--- src/rtl/gpio_protocol_pkg.sv ---
// Shared constants and state type for the GPIO nibble link receiver.
// Pin positions of the 6-bit GPIO bundle and the default frame length.
package gpio_protocol_pkg;

  localparam int DATA_LSB    = 0;
  localparam int SCLK_BIT    = 4;
  localparam int DONE_BIT    = 5;
  localparam int NIBBLE_W    = 4;
  localparam int GPIO_W      = 6;
  localparam int NIBBLES_DEF = 32;

  typedef enum logic {
    HUNT = 1'b0,
    RECV = 1'b1
  } rx_state_e;

endpackage

--- src/rtl/gpio_sync2.sv ---
// Two-flop synchroniser for asynchronous GPIO inputs.
// Width is parameterised; all flops clear on synchronous reset.
module gpio_sync2 #(
  parameter int WIDTH = 1
) (
  input  logic             clk_i,
  input  logic             rst_i,
  input  logic [WIDTH-1:0] d_i,
  output logic [WIDTH-1:0] q_o
);

  logic [WIDTH-1:0] meta_q;
  logic [WIDTH-1:0] sync_q;

  always_ff @(posedge clk_i) begin
    if (rst_i) begin
      meta_q <= '0;
      sync_q <= '0;
    end else begin
      meta_q <= d_i;
      sync_q <= meta_q;
    end
  end

  assign q_o = sync_q;

endmodule

--- src/rtl/gpio_protocol_rx.sv ---
// GPIO nibble link receiver: frames NIBBLES nibbles into one word.
// Optional idle-abort of stalled frames under GPIO_RX_TIMEOUT_EN.
module gpio_protocol_rx
  import gpio_protocol_pkg::*;
#(
  parameter int NIBBLES = NIBBLES_DEF,
  parameter int TIMEOUT = 1024
) (
  input  logic                      CLOCK_50,
  input  logic                      reset,
  input  logic [NIBBLE_W-1:0]       gpio_data,
  input  logic                      gpio_sclk,
  input  logic                      gpio_done,
  output logic [NIBBLE_W*NIBBLES-1:0] msg_data,
  output logic                      msg_valid,
  input  logic                      msg_ready,
  output logic                      frame_err,
  output logic                      overrun
);

  localparam int MW = NIBBLE_W * NIBBLES;
  localparam int CW = (NIBBLES > 1) ? $clog2(NIBBLES) : 1;
  localparam logic [CW-1:0] LAST = CW'(NIBBLES - 1);

  logic [GPIO_W-1:0] pins;
  logic [GPIO_W-1:0] sync;

  always_comb begin
    pins = '0;
    pins[DATA_LSB +: NIBBLE_W] = gpio_data;
    pins[SCLK_BIT] = gpio_sclk;
    pins[DONE_BIT] = gpio_done;
  end

  gpio_sync2 #(
    .WIDTH(GPIO_W)
  ) u_sync (
    .clk_i(CLOCK_50),
    .rst_i(reset),
    .d_i  (pins),
    .q_o  (sync)
  );

  rx_state_e         state_q;
  logic [CW-1:0]     cnt_q;
  logic [MW-1:0]     asm_q;
  logic [MW-1:0]     asm_d;
  logic [MW-1:0]     data_q;
  logic              valid_q;
  logic              err_q;
  logic              ovr_q;
  logic              sclk_d_q;
  logic              rise;
  logic              done;
  logic              is_last;
  logic [NIBBLE_W-1:0] nib;

`ifdef GPIO_RX_TIMEOUT_EN
  localparam int IW = $clog2(TIMEOUT + 1);
  logic [IW-1:0] idle_q;
`endif

  assign rise    = sync[SCLK_BIT] & ~sclk_d_q;
  assign done    = sync[DONE_BIT];
  assign nib     = sync[DATA_LSB +: NIBBLE_W];
  assign is_last = (cnt_q == LAST);

  // Assembly word with the current nibble merged into its slot
  always_comb begin
    asm_d = asm_q;
    asm_d[cnt_q*NIBBLE_W +: NIBBLE_W] = nib;
  end

  always_ff @(posedge CLOCK_50) begin
    if (reset) begin
      state_q  <= HUNT;
      cnt_q    <= '0;
      asm_q    <= '0;
      data_q   <= '0;
      valid_q  <= 1'b0;
      err_q    <= 1'b0;
      ovr_q    <= 1'b0;
      sclk_d_q <= 1'b0;
`ifdef GPIO_RX_TIMEOUT_EN
      idle_q   <= '0;
`endif
    end else begin
      sclk_d_q <= sync[SCLK_BIT];
      err_q    <= 1'b0;
      ovr_q    <= 1'b0;
      if (valid_q && msg_ready) begin
        valid_q <= 1'b0;
      end
`ifdef GPIO_RX_TIMEOUT_EN
      if (state_q == RECV && cnt_q != '0 && !rise) begin
        idle_q <= idle_q + 1'b1;
      end else begin
        idle_q <= '0;
      end
`endif
      unique case (state_q)
        HUNT: begin
          if (rise && done) begin
            state_q <= RECV;
            cnt_q   <= '0;
          end
        end
        RECV: begin
          if (rise) begin
            asm_q <= asm_d;
            unique case (1'b1)
              (!is_last && !done): begin
                cnt_q <= cnt_q + 1'b1;
              end
              (!is_last && done): begin
                err_q <= 1'b1;
                cnt_q <= '0;
              end
              (is_last && done): begin
                cnt_q <= '0;
                // A same-cycle accept frees the output register
                if (!valid_q || msg_ready) begin
                  data_q  <= asm_d;
                  valid_q <= 1'b1;
                end else begin
                  ovr_q <= 1'b1;
                end
              end
              default: begin
                err_q   <= 1'b1;
                cnt_q   <= '0;
                state_q <= HUNT;
              end
            endcase
          end
`ifdef GPIO_RX_TIMEOUT_EN
          else if (idle_q == IW'(TIMEOUT - 1)) begin
            err_q   <= 1'b1;
            cnt_q   <= '0;
            state_q <= HUNT;
          end
`endif
        end
      endcase
    end
  end

  assign msg_data  = data_q;
  assign msg_valid = valid_q;
  assign frame_err = err_q;
  assign overrun   = ovr_q;

endmodule

--- config.mk ---
export PLATFORM = sky130hd
export DESIGN_NAME = gpio_protocol_rx
export DESIGN_NICKNAME = d
export VERILOG_FILES = /design/src/rtl/gpio_protocol_pkg.sv /design/src/rtl/gpio_sync2.sv /design/src/rtl/gpio_protocol_rx.sv
export SDC_FILE = /design/constraint.sdc
export NUM_CORES = 1
export LEC_CHECK = 0
export CORE_MARGIN = 2
export CORE_UTILIZATION = 45
export CTS_CLUSTER_DIAMETER = 150
export DETAILED_ROUTE_END_ITERATION = 7
export PLACE_DENSITY = 0.76
export SLEW_MARGIN = 25
export SYNTH_ARGS = -nofsm -noshare
export SYNTH_HDL_FRONTEND = slang
export SYNTH_HIERARCHICAL = 1
export SYNTH_SLANG_ARGS = --single-unit
--- constraint.sdc ---
create_clock -name CLOCK_50 -period 2.8 [get_ports CLOCK_50]
set_input_delay 0.28 -clock CLOCK_50 [delete_from_list [all_inputs] [get_ports CLOCK_50]]
set_output_delay 0.28 -clock CLOCK_50 [all_outputs]
set_load 0.01 [all_outputs]
# After elaboration in Yosys (flattened, before gate mapping)
# Cells that the tools add are included.
# op_classes
n_addsub	2
eq_ne	3
n_shift	2
n_mux	16
bitwise_logic	5
reduce_logical	16
# op_table
op	n
$bwmux W128	1
$shift A4 B34 Y128 const A	1
$shiftx A4 B34 Y128	1
$neg A7 Y34	1
$mux W5	3
$mux W1	10
$pmux W5 S2	1
$reduce_or A3 Y1	2
$add A5 B1 Y5 const B	1
$eq A5 B5 Y1 const B	1
$logic_and A1 B1 Y1	5
$not A1 Y1	4
$reduce_and A2 Y1	2
$reduce_and A4 Y1	1
$reduce_or A4 Y1	1
$logic_not A1 Y1	3
$ne A2 B1 Y1 const B	1
$ne A2 B2 Y1 const B	1
$pmux W1 S2	1
$reduce_or A2 Y1	1
$and A1 B1 Y1	1
$logic_or A1 B1 Y1	1
# totals
reg_bits	278
in_bits	9

# Logic depth before layout (Yosys ltp)
# Gate-level depths: netlist of run 1.
# logic_depth
word_depth	7
depth_mapped	14
ltp_nobuf	9

# Modules after synthesis
# Netlist of run 1, hierarchy kept.
# modules_own_cells
mod	instances	cells_each	area_each_um2	seq_area_each_um2
gpio_protocol_rx	1	1357	12321.8	5325.1
gpio_sync2	1	25	366.6	240.2

# Least setup slack after synthesis of run 1
# Ideal clock, no wire load.
# synth_timing
path_kind	flip-flop to flip-flop
from	register cnt_q[0]
to	register asm_q[110]
setup_time_ps	70
t_arrival_ps	2876
required_time_ps	2730
setup_slack_ps	-146
path_stages_with_launch	15
n_path_buf	6
synth_period_minus_slack_ps	2946
path_cell_list	dfxtp_1 -> buf_4 -> buf_6 -> inv_1 -> ha_1 -> buf_2 -> nor3b_1 -> ha_1 -> clkbuf_1 -> or3b_1 -> buf_2 -> nor3_2 -> buf_2 -> nand3_1 -> a21oi_1
# synth_via
elab_chain_cells	3
elab_cells_between_ends	4
cone_classes	1 x add/sub; 2 x shift; 1 x mux
# synth_lines
element	line	rtl
start: declaration	gpio_protocol_rx.sv:45	logic [CW-1:0] cnt_q;
start signal: assignment	gpio_protocol_rx.sv:113	cnt_q <= cnt_q + 1'b1;
$neg A7 Y34 *	gpio_protocol_rx.sv:71	asm_d[cnt_q*NIBBLE_W +: NIBBLE_W] = nib;
$shiftx A4 B34 Y128 / $shift A4 B34 Y128 (equally long branches)	gpio_protocol_rx.sv:71	
$bwmux W128 *	gpio_protocol_rx.sv:71	
end signal: assignment	gpio_protocol_rx.sv:110	asm_q <= asm_d;
end: declaration	gpio_protocol_rx.sv:46	logic [MW-1:0] asm_q;
# Every way passes the cells marked *; elsewhere a longest branch is shown, timed or not.
# A chain may end at the register's enable or synchronous reset.

# Worst setup path after layout of run 1
# layout_timing
from	register cnt_q[1]
to	register asm_q[112]
# Same word-level chain as after synthesis.

==> impl_metrics.env, run 1 <==
export IMPL_clk_latency_ns=0.55
export IMPL_p_int_mw=6.05
export IMPL_worst_path_max_delay_cell="nor3_1"
export IMPL_firstDrtPassIters=6
export IMPL_cp_max_fo=9
export IMPL_r2r_cells=6
export IMPL_coreArea_um2=27800
export IMPL_fin_crit_ns=2.68
export IMPL_finalMaxSlewViolations=0
export IMPL_syn_nets=1398
export IMPL_grt_ovfl_total=0
export IMPL_fin_nets=1519
export IMPL_arrival_ns=3.10
export IMPL_cts_resized_gates=0
export IMPL_max_slew_worst_pin_slew_ns=0.962
export IMPL_stdcell_area_um2=15600
export IMPL_grt_pass1_wl_um=56900
export IMPL_clock_path_buffers=3
export IMPL_relSlewSlack_pct=35.3
export IMPL_synth_edf_count=0
export IMPL_power_density_nw_per_um2=492
export IMPL_postCtsSetupRepairBufs=0
export IMPL_routed_wl_um=37500
export IMPL_synthSimpleGateAreaFrac_pct=17.9
export IMPL_dp_cells=1850
export IMPL_drc=0
export IMPL_syn_to_final_growth_pct=22.7
export IMPL_cts_sinks=278
export IMPL_syn_area_um2=12700
export IMPL_vias=11227
export IMPL_ff2ff_setup_slack_ns=0.12
export IMPL_antenna_left=0
export IMPL_yosysMostFrequentCell="dfxtp_1"
export IMPL_port_buffers=139
export IMPL_p_sw_mw=1.62
export IMPL_drive_gt1_share_pct=16.3
export IMPL_startpoint_type="flip-flop"
export IMPL_vias_per_cell=5.91
export IMPL_cts_tree="built"
export IMPL_fin_ws_ns=0.122
export IMPL_final_core_util_pct=56.0
export IMPL_synth_area_leaders="dfxtp_1 (44%), mux2i_1 (7.7%), o221a_2 (6.7%), nand2b_1 (5.3%), a21oi_1 (5.0%)"
export IMPL_comb_power_share_pct=1.7
export IMPL_synth_top_area_cell="dfxtp_1"
export IMPL_wl_per_cell_um=19.8
export IMPL_fp_dieH_um=172
export IMPL_dp_worst_setup_slack_ns=0.148
export IMPL_place_hpwl_um=25900
export IMPL_finalHoldViolations=0
export IMPL_synthMuxAreaShare_pct=7.91
export IMPL_final_cells=1899
export IMPL_num_fill_cells=2474
export IMPL_drt_initial_drc_count=1466
export IMPL_switching_share_pct=21.1
export IMPL_leakage_nw=5.71
export IMPL_synth_area_per_cell_um2=9.18
export IMPL_yosysSeqAreaShare_pct=43.9
export IMPL_numCtsBuffers=28
export IMPL_status="finished, final reports clean"
export IMPL_grt_start_max_net_pins=101
export IMPL_max_stage_delay_ns=0.77
export IMPL_dpl_cell_area_um2=14700
export IMPL_ys_flop_type="dfxtp_1"
export IMPL_reg2reg_from="cnt_q[1]$_SDFFE_PP0P_"
export IMPL_num_rows=61
export IMPL_cts_clk_slew_worst_paths_ns=0.07
export IMPL_async_reset_ff_share_pct=0
export IMPL_finalSetupViolations=0
export IMPL_postCtsHoldBufs=0
export IMPL_holdPathEnd="asm_q[76]$_SDFFE_PP0P_"
export IMPL_antenna_found_initial=1
export IMPL_grtUsageTotal_pct=24.1
export IMPL_power_frac_seq_pct=51.8
export IMPL_synth_cell_type_count=67
export IMPL_worstHoldStart="reset"
export IMPL_cts_root_buffer="clkbuf_16"
export IMPL_seq_area_um2=5570
export IMPL_yosys_area_share_adder_pct=0.690
export IMPL_dieWidth_um=172
export IMPL_end_kind="flip-flop"
export IMPL_synth_top_cell_area_share_pct=43.9
export IMPL_clockPowerShare_pct=46.5
export IMPL_hold_class="input pin to flip-flop"
export IMPL_fin_skew_ns=0.0229
export IMPL_synth_xor_area_share_pct=0.197
export IMPL_dieArea_um2=29600
export IMPL_start_util_pct=45.7
export IMPL_postSynthCellCount=1382
export IMPL_required_ns=3.23
export IMPL_r2r_end="asm_q[112]$_SDFFE_PP0P_"
export IMPL_crit_type="flip-flop to flip-flop"
export IMPL_path_cells="inv_1, ha_1, buf_4, nor3_1, nand3_1, mux2i_1"
export IMPL_fmax_mhz=373
export IMPL_fin_crit_sh_pct=95.7
export IMPL_h_tree_depth=1
export IMPL_total_power_mw=7.66
export IMPL_ys_ff_latch=278
export IMPL_grt_pass1_vias=10527
export IMPL_multi_input_area_um2=6370
export IMPL_yosys_warnings=6
export IMPL_whs_path_depth=2
export IMPL_io_pins=140
export IMPL_synth_top_family_by_area="compound AO/OA/AOI/OAI gates"
export IMPL_ir_drop_uv=417
export IMPL_routabilityCongestion=0.873
export IMPL_cap_violations=0
export IMPL_ys_top_cells_by_count="dfxtp_1 (278), a21oi_1 (126), nand2b_1 (107)"
export IMPL_synth_compound_area_share_pct=22.8
-- how the worst max path moves through the flow --
stage                                from                         to  slack (ns)  cells past startpoint
floorplan           cnt_q[0]$_SDFFE_PP0P_    asm_q[110]$_SDFFE_PP0P_       0.008                     14
global placement    cnt_q[1]$_SDFFE_PP0P_  msg_data[71]$_SDFFE_PP0P_        0.22                      9
detailed placement  cnt_q[1]$_SDFFE_PP0P_  msg_data[55]$_SDFFE_PP0P_        0.15                      9
CTS                 cnt_q[1]$_SDFFE_PP0P_  msg_data[60]$_SDFFE_PP0P_        0.11                      8
global route        cnt_q[1]$_SDFFE_PP0P_  msg_data[63]$_SDFFE_PP0P_       -0.03                      8
finish              cnt_q[1]$_SDFFE_PP0P_    asm_q[112]$_SDFFE_PP0P_        0.12                      6
-- through the flow --
step                      hold WS, ns  TNS [ns]
after floorplan                 0.409         0
after global placement          0.422         0
after detailed placement        0.422         0
after CTS                       0.258         0
after global routing            0.295   -0.0284
final                           0.264         0
-- cell families after synthesis --
group                    count (synthesis)
AND/OR/NAND/NOR                        398
AO/OA/AOI/OAI                          396
flip-flops                             278
buffers and inverters                  201
multiplexers                           100
adder cells (fa/ha/maj)                  7
XOR/XNOR                                 2
-- power groups by stage --
stage | registers, mW | clock network, mW | logic, mW
final | 3.97 | 3.56 | 0.129
after global routing | 3.97 | 3.73 | 0.137
after global placement | 4.06 | 0 | 0.125
after floorplan | 4.05 | 0 | 0.0925
after CTS | 3.97 | 3.57 | 0.127
after detailed placement | 4.06 | 0 | 0.126
-- critical path, delay by kind of cell (launching register included) --
| family | cells | cell delay, ns |
|---|---|---|
| simple gates | 2 | 1.23 |
| fa+ha+maj | 1 | 0.43 |
| buf+inv | 2 | 0.29 |
| mux | 1 | 0.21 |
| flops | 1 | 0.40 |
-- state kept, by name (all words and copies together) (netlist names) --
register and flops:
msg_data 128, sclk_d_q 1, cnt_q 5, frame_err 1, overrun 1, state_q 1, msg_valid 1, asm_q 128
u_sync/q_o 6, u_sync/meta_q 6
-- placed cells by master, fill, tap and decap left out, types with 6 or more instances in the layout --
master and instances:
dfxtp_1 277, clkbuf_1 10, a21oi_1 126, nand3_1 83
a311oi_1 33, nor2b_2 8, buf_12 6, nor3_1 15
inv_1 81, a211oi_1 16, o221a_2 76, o21ai_0 88
clkbuf_16 29, nand2b_1 107, o31ai_2 6, a2111oi_0 13
or3_1 9, nand2_1 25, nor2b_1 6, nor2_1 76
mux2i_1 96, clkdlybuf4s50_1 138, and3_1 11, buf_4 65
nand4_1 10
-- final cells by class --
class                      count  area share [%]
sequential                   278            35.8
multi-input combinational    904            40.9
timing repair buffer         210            12.9
clock buffer                  41            5.08
inverter                      81            1.95
antenna                        1          0.0161
clock inverter                 6           0.370
tap                          378            3.04
-- routing by layer --
| layer | up-vias | routed length, um | GRT usage (%) |
|---|---|---|---|
| li1 | 5249 | - | - |
| met1 | 5397 | 16500 | 33.1 |
| met2 | 511 | 17400 | 39.8 |
| met3 | 70 | 2860 | 3.18 |
| met4 | 0 | 819 | 6.50 |
| met5 | - | 0 | 0 |
Note: power is estimated with default switching activity, not from simulation.
==> inputs of run 2 (changes only) <==
--- a/config.mk
+++ b/config.mk
@@ -9,7 +9,8 @@
 export CORE_UTILIZATION = 45
 export CTS_CLUSTER_DIAMETER = 150
 export DETAILED_ROUTE_END_ITERATION = 7
-export PLACE_DENSITY = 0.76
+export DONT_BUFFER_PORTS = 1
+export PLACE_DENSITY = 0.69
 export SLEW_MARGIN = 25
 export SYNTH_ARGS = -nofsm -noshare
 export SYNTH_HDL_FRONTEND = slang
==> run 2 against run 1 <==
Global-route usage rose by 2.0 points. Register-to-register slack got worse by 0.03 ns. Critical path depth rose by 4. Cell area fell by 0.28%. Wire length rose by 4.5%. Largest cell class unchanged.
==> impl_metrics.env, run 2 (same netlist as run 1, synthesis figures left out) <==
export IMPL_layout_commonest_cell="dfxtp_1"
export IMPL_cts_sinks=278
export IMPL_fmax_mhz=369
export IMPL_grt_ovfl_total=0
export IMPL_fp_dieH_um=172
export IMPL_power_density_nw_per_um2=530
export IMPL_cts_clk_slew_worst_paths_ns=0.06
export IMPL_met2_usage_pct=42.6
export IMPL_relSlewSlack_pct=39.7
export IMPL_grt_use_met3_pct=5.49
export IMPL_grt_pass1_wl_um=61200
export IMPL_cp_max_fo=61
export IMPL_port_buffers=0
export IMPL_antenna_left=0
export IMPL_drive_gt1_share_pct=17.0
export IMPL_wl_per_cell_um=21.0
export IMPL_num_rows=61
export IMPL_leakage_nw=5.71
export IMPL_total_power_mw=8.23
export IMPL_p_sw_mw=1.70
export IMPL_dpl_cell_area_um2=13200
export IMPL_p_int_mw=6.53
export IMPL_h_tree_depth=1
export IMPL_finalHoldViolations=0
export IMPL_clk_latency_ns=0.57
export IMPL_routed_wl_um=39200
export IMPL_dieArea_um2=29600
export IMPL_fin_crit_sh_pct=96.8
export IMPL_ir_drop_uv=404
export IMPL_start_util_pct=45.7
export IMPL_power_frac_seq_pct=48.3
export IMPL_drt_initial_drc_count=1251
export IMPL_arrival_ns=3.22
export IMPL_ff2ff_setup_slack_ns=0.09
export IMPL_clock_path_buffers=3
export IMPL_io_pins=140
export IMPL_routabilityCongestion=0.837
export IMPL_cts_tree="built"
export IMPL_finalMaxSlewViolations=0
export IMPL_status="finished, final reports clean"
export IMPL_required_ns=3.31
export IMPL_drc=0
export IMPL_num_fill_cells=2484
export IMPL_syn_to_final_growth_pct=22.3
export IMPL_tns_ns=0
export IMPL_crit_type="flip-flop to flip-flop"
export IMPL_grt_busiest_layer="met2"
export IMPL_grt_start_max_net_pins=163
export IMPL_numCtsBuffers=30
export IMPL_antenna_found_initial=0
export IMPL_cts_root_buffer="clkbuf_16"
export IMPL_mostFrequentLayoutCells="dfxtp_1 (277), a21oi_1 (122), dlygate4sd3_1 (120)"
export IMPL_clockPowerShare_pct=50.4
export IMPL_antenna_cells=0
export IMPL_place_hpwl_um=24900
export IMPL_cap_violations=0
export IMPL_final_cells=1870
export IMPL_max_slew_worst_pin_slew_ns=0.898
export IMPL_comb_power_share_pct=1.3
export IMPL_startpoint_type="flip-flop"
export IMPL_firstDrtPassIters=5
export IMPL_grt_pass1_vias=10865
export IMPL_dieWidth_um=172
export IMPL_stdcell_area_um2=15500
export IMPL_fin_nets=1488
export IMPL_end_kind="flip-flop"
export IMPL_grtUsageMet1_pct=34.9
export IMPL_vias=11252
export IMPL_coreArea_um2=27800
export IMPL_dp_cells=1696
export IMPL_hold_class="input pin to flip-flop"
export IMPL_switching_share_pct=20.6
export IMPL_finalSetupViolations=0
export IMPL_vias_per_cell=6.02
export IMPL_fin_crit_ns=2.71
export IMPL_fin_skew_ns=0.0117
export IMPL_grtUsageTotal_pct=26.1
-- run 2: metrics by stage --
step                      utilization [%]  hold WS (ns)  worst slack [ns]
after floorplan                         -         0.409           0.00816
after global placement               47.4         0.366             0.106
after detailed placement             47.4         0.372             0.113
after CTS                            55.6       0.00814            0.0873
after global routing                 55.9        0.0511           -0.0108
final                                55.9        0.0916            0.0908
-- run 2: worst paths after layout --
check                                       startpoint                        end  depth (start not counted)
worst max-delay path             cnt_q[1]$_SDFFE_PP0P_  msg_data[24]$_SDFFE_PP0P_                         10
worst min-delay path                             reset    asm_q[124]$_SDFFE_PP0P_                          2
worst max register to register   cnt_q[1]$_SDFFE_PP0P_  msg_data[24]$_SDFFE_PP0P_                         10
worst min register to register  asm_q[71]$_SDFFE_PP0P_     asm_q[71]$_SDFFE_PP0P_                          2
-- run 2: layer usage --
layer	share of wire, %	wire length (um)
met5	0	0
met4	2.1	837
met3	8.4	3290
met2	47	18400
met1	43	16700
-- run 2: worst max-delay path, stage by stage, from the launching register on --
cell,delay [ns]
dfxtp_1,0.33
buf_4,0.19
ha_2,0.21
and3_1,0.17
ha_2,0.21
ha_2,0.24
nand3_4,0.09
buf_12,0.20
a21oi_1,0.21
dlygate4sd3_1,0.58
o221a_2,0.17
-- run 2: power by group through the flow --
| stage | Sequential (mW) | Combinational (mW) | Clock, mW |
|---|---|---|---|
| after floorplan | 4.05 | 0.0925 | 0 |
| after global placement | 4.06 | 0.0495 | 0 |
| after detailed placement | 4.06 | 0.0494 | 0 |
| after CTS | 3.97 | 0.103 | 4.18 |
| after global routing | 3.97 | 0.111 | 4.33 |
| final | 3.97 | 0.105 | 4.15 |
-- run 2: cell type report --
class                      count  area [um2]  area share, %
clock buffer                  42         866           5.58
clock inverter                10         170           1.10
inverter                      81         304           1.96
multi-input combinational    903        6410           41.3
sequential                   278        5570           35.9
tap                          378         473           3.05
timing repair buffer         178        1730           11.2
-- run 2: timing repair --
action | 4_1_cts | 5_1_grt
hold buffers | 121 | 0
resized for setup | 0 | 17
endpoints found under the hold margin | 277 | 0
setup buffers | 0 | 1
setup endpoints to repair | 0 | 75
==> inputs of run 3 (changes only) <==
--- a/config.mk
+++ b/config.mk
@@ -11,6 +11,7 @@
 export DETAILED_ROUTE_END_ITERATION = 7
 export DONT_BUFFER_PORTS = 1
 export PLACE_DENSITY = 0.69
+export RECOVER_POWER = 50
 export SLEW_MARGIN = 25
 export SYNTH_ARGS = -nofsm -noshare
 export SYNTH_HDL_FRONTEND = slang
==> run 3 against run 2 <==
Die area unchanged. Clock skew decreased by 0.00079 ns. Sequential share of layout area increased by 0.052 points. Clock power about the same. Total power about the same. Fmax about the same. Hold slack improved by 0.066 ns. Register-to-register slack about the same. Utilization decreased by 0.081 points. Clock-buffer cell count unchanged. Critical path type unchanged. Largest cell class unchanged.
==> impl_metrics.env, run 3 (same netlist as run 1, synthesis figures left out) <==
export IMPL_reg2reg_from="cnt_q[1]$_SDFFE_PP0P_"
export IMPL_fp_dieH_um=172
export IMPL_whs_ns=0.158
export IMPL_cts_sinks=278
export IMPL_start_util_pct=45.7
export IMPL_ir_drop_uv=404
export IMPL_num_fill_cells=2488
export IMPL_numCtsBuffers=30
export IMPL_clk_latency_ns=0.57
export IMPL_power_density_nw_per_um2=531
export IMPL_dieWidth_um=172
export IMPL_topRoutingLayerUsed="met4"
export IMPL_max_stage_delay_ns=0.58
export IMPL_firstDrtPassIters=5
export IMPL_arrival_ns=3.21
export IMPL_cts_root_buffer="clkbuf_16"
export IMPL_routabilityCongestion=0.837
export IMPL_num_rows=61
export IMPL_drt_initial_drc_count=1249
export IMPL_ff2ff_setup_slack_ns=0.09
export IMPL_drc=0
export IMPL_vias_per_cell=6.01
export IMPL_r2r_end="msg_data[31]$_SDFFE_PP0P_"
export IMPL_fin_crit_sh_pct=96.7
export IMPL_drive_gt1_share_pct=16.6
export IMPL_fmax_mhz=369
export IMPL_wl_met2_um=18500
export IMPL_power_frac_seq_pct=48.3
export IMPL_clock_path_buffers=3
export IMPL_whs_path_depth=2
export IMPL_antenna_found_initial=0
export IMPL_port_buffers=0
export IMPL_status="finished, final reports clean"
export IMPL_finalHoldViolations=0
export IMPL_io_pins=140
export IMPL_worst_path_max_delay_cell="dlygate4sd3_1"
export IMPL_end_kind="flip-flop"
export IMPL_finalSetupViolations=0
export IMPL_switching_share_pct=20.6
export IMPL_stdcell_area_um2=15500
export IMPL_drt_met1_wl_um=16400
export IMPL_dpl_cell_area_um2=13200
export IMPL_layout_commonest_cell="dfxtp_1"
export IMPL_vias=11233
export IMPL_cts_tree="built"
export IMPL_antenna_left=0
export IMPL_max_slew_worst_pin_slew_ns=0.887
export IMPL_holdPathEnd="asm_q[124]$_SDFFE_PP0P_"
export IMPL_relSlewSlack_pct=40.4
export IMPL_worstHoldStart="reset"
export IMPL_p_int_mw=6.53
export IMPL_grt_pass1_vias=10865
export IMPL_clockPowerShare_pct=50.4
export IMPL_dieArea_um2=29600
export IMPL_syn_to_final_growth_pct=22.1
export IMPL_fin_nets=1488
export IMPL_p_sw_mw=1.70
export IMPL_wl_per_cell_um=21.0
export IMPL_comb_power_share_pct=1.2
export IMPL_coreArea_um2=27800
export IMPL_hold_class="input pin to flip-flop"
export IMPL_grtUsageTotal_pct=26.1
export IMPL_grt_pass1_wl_um=61200
export IMPL_crit_type="flip-flop to flip-flop"
export IMPL_antenna_cells=0
export IMPL_dr_wl_met3_um=3500
export IMPL_cpMostUsedCell="ha_2"
export IMPL_finalMaxSlewViolations=0
export IMPL_leakage_nw=5.69
export IMPL_mostFrequentLayoutCells="dfxtp_1 (277), a21oi_1 (122), dlygate4sd3_1 (120)"
export IMPL_fin_skew_ns=0.0109
export IMPL_r2r_cells=10
export IMPL_cts_clk_slew_worst_paths_ns=0.07
export IMPL_h_tree_depth=1
export IMPL_grt_ovfl_total=0
export IMPL_grt_start_max_net_pins=163
export IMPL_path_cells="buf_4, ha_2, and3_1, ha_2, ha_2, nand3_4, buf_12, a21oi_1, dlygate4sd3_1, o221a_2"
export IMPL_routed_wl_um=39300
export IMPL_cp_max_fo=61
export IMPL_startpoint_type="flip-flop"
export IMPL_required_ns=3.31
export IMPL_place_hpwl_um=24900
export IMPL_cap_violations=0
export IMPL_fin_crit_ns=2.71
-- run 3: worst max-delay path by stage --
stage | start | end | slack (ns) | cells past startpoint
CTS | cnt_q[1]$_SDFFE_PP0P_ | msg_data[35]$_SDFFE_PP0P_ | 0.09 | 9
finish | cnt_q[1]$_SDFFE_PP0P_ | msg_data[31]$_SDFFE_PP0P_ | 0.09 | 10
floorplan | cnt_q[0]$_SDFFE_PP0P_ | asm_q[110]$_SDFFE_PP0P_ | 0.008 | 14
detailed placement | cnt_q[0]$_SDFFE_PP0P_ | msg_data[118]$_SDFFE_PP0P_ | 0.11 | 9
global route | cnt_q[1]$_SDFFE_PP0P_ | msg_data[98]$_SDFFE_PP0P_ | -0.01 | 10
global placement | cnt_q[1]$_SDFFE_PP0P_ | msg_data[92]$_SDFFE_PP0P_ | 0.11 | 9
-- run 3: per-stage QoR --
stage | setup TNS, ns | std cells | power [mW] | utilization (%) | setup WS, ns
floorplan | 0 | 1382 | 4.15 | - | 0.00816
detailed placement | 0 | 1696 | 4.11 | 47.4 | 0.113
CTS | 0 | 1869 | 8.25 | 55.6 | 0.0873
global route | -0.0221 | 1870 | 8.41 | 55.8 | -0.0108
finish | 0 | 1870 | 8.23 | 55.8 | 0.0930
global placement | 0 | 1696 | 4.11 | 47.4 | 0.106
-- run 3: power groups by stage --
stage / Clock (mW) / Sequential, mW / Combinational [mW]
floorplan: 0 / 4.05 / 0.0925
global placement: 0 / 4.06 / 0.0495
detailed placement: 0 / 4.06 / 0.0494
CTS: 4.18 / 3.97 / 0.103
global route: 4.33 / 3.97 / 0.109
finish: 4.15 / 3.97 / 0.102
-- run 3: worst max-delay path: cells and delay by family, from the launching register on --
kind                     cells  cell delay (ns)
AO/OA/AOI/OAI                2             0.38
buffers and inverters        3             0.97
adder cells (fa/ha/maj)      3             0.66
AND/OR/NAND/NOR              2             0.26
flip-flops                   1             0.33
-- run 3: final cells by class --
cell class | count | area, um2 | share of cell area (%)
repair buffers | 178 | 1730 | 11.2
well taps | 378 | 473 | 3.05
multi-input cells | 903 | 6380 | 41.2
clock buffers | 42 | 866 | 5.59
inverters | 81 | 304 | 1.96
flip-flops and latches | 278 | 5570 | 35.9
clock inverters | 10 | 170 | 1.10
-- run 3: per-layer routing --
metal	track usage (%)	up-vias
met5	0	-
met4	7.67	0
met3	5.49	64
met2	42.6	492
met1	34.9	5494
li1	-	5183
-- run 3: repair_timing --
action                                  in CTS  in global routing
gates resized for setup                      0                 17
buffers inserted                             0                  1
hold buffers                               121                  0
endpoints found under the setup margin       0                 75
hold endpoints to repair                   277                  0
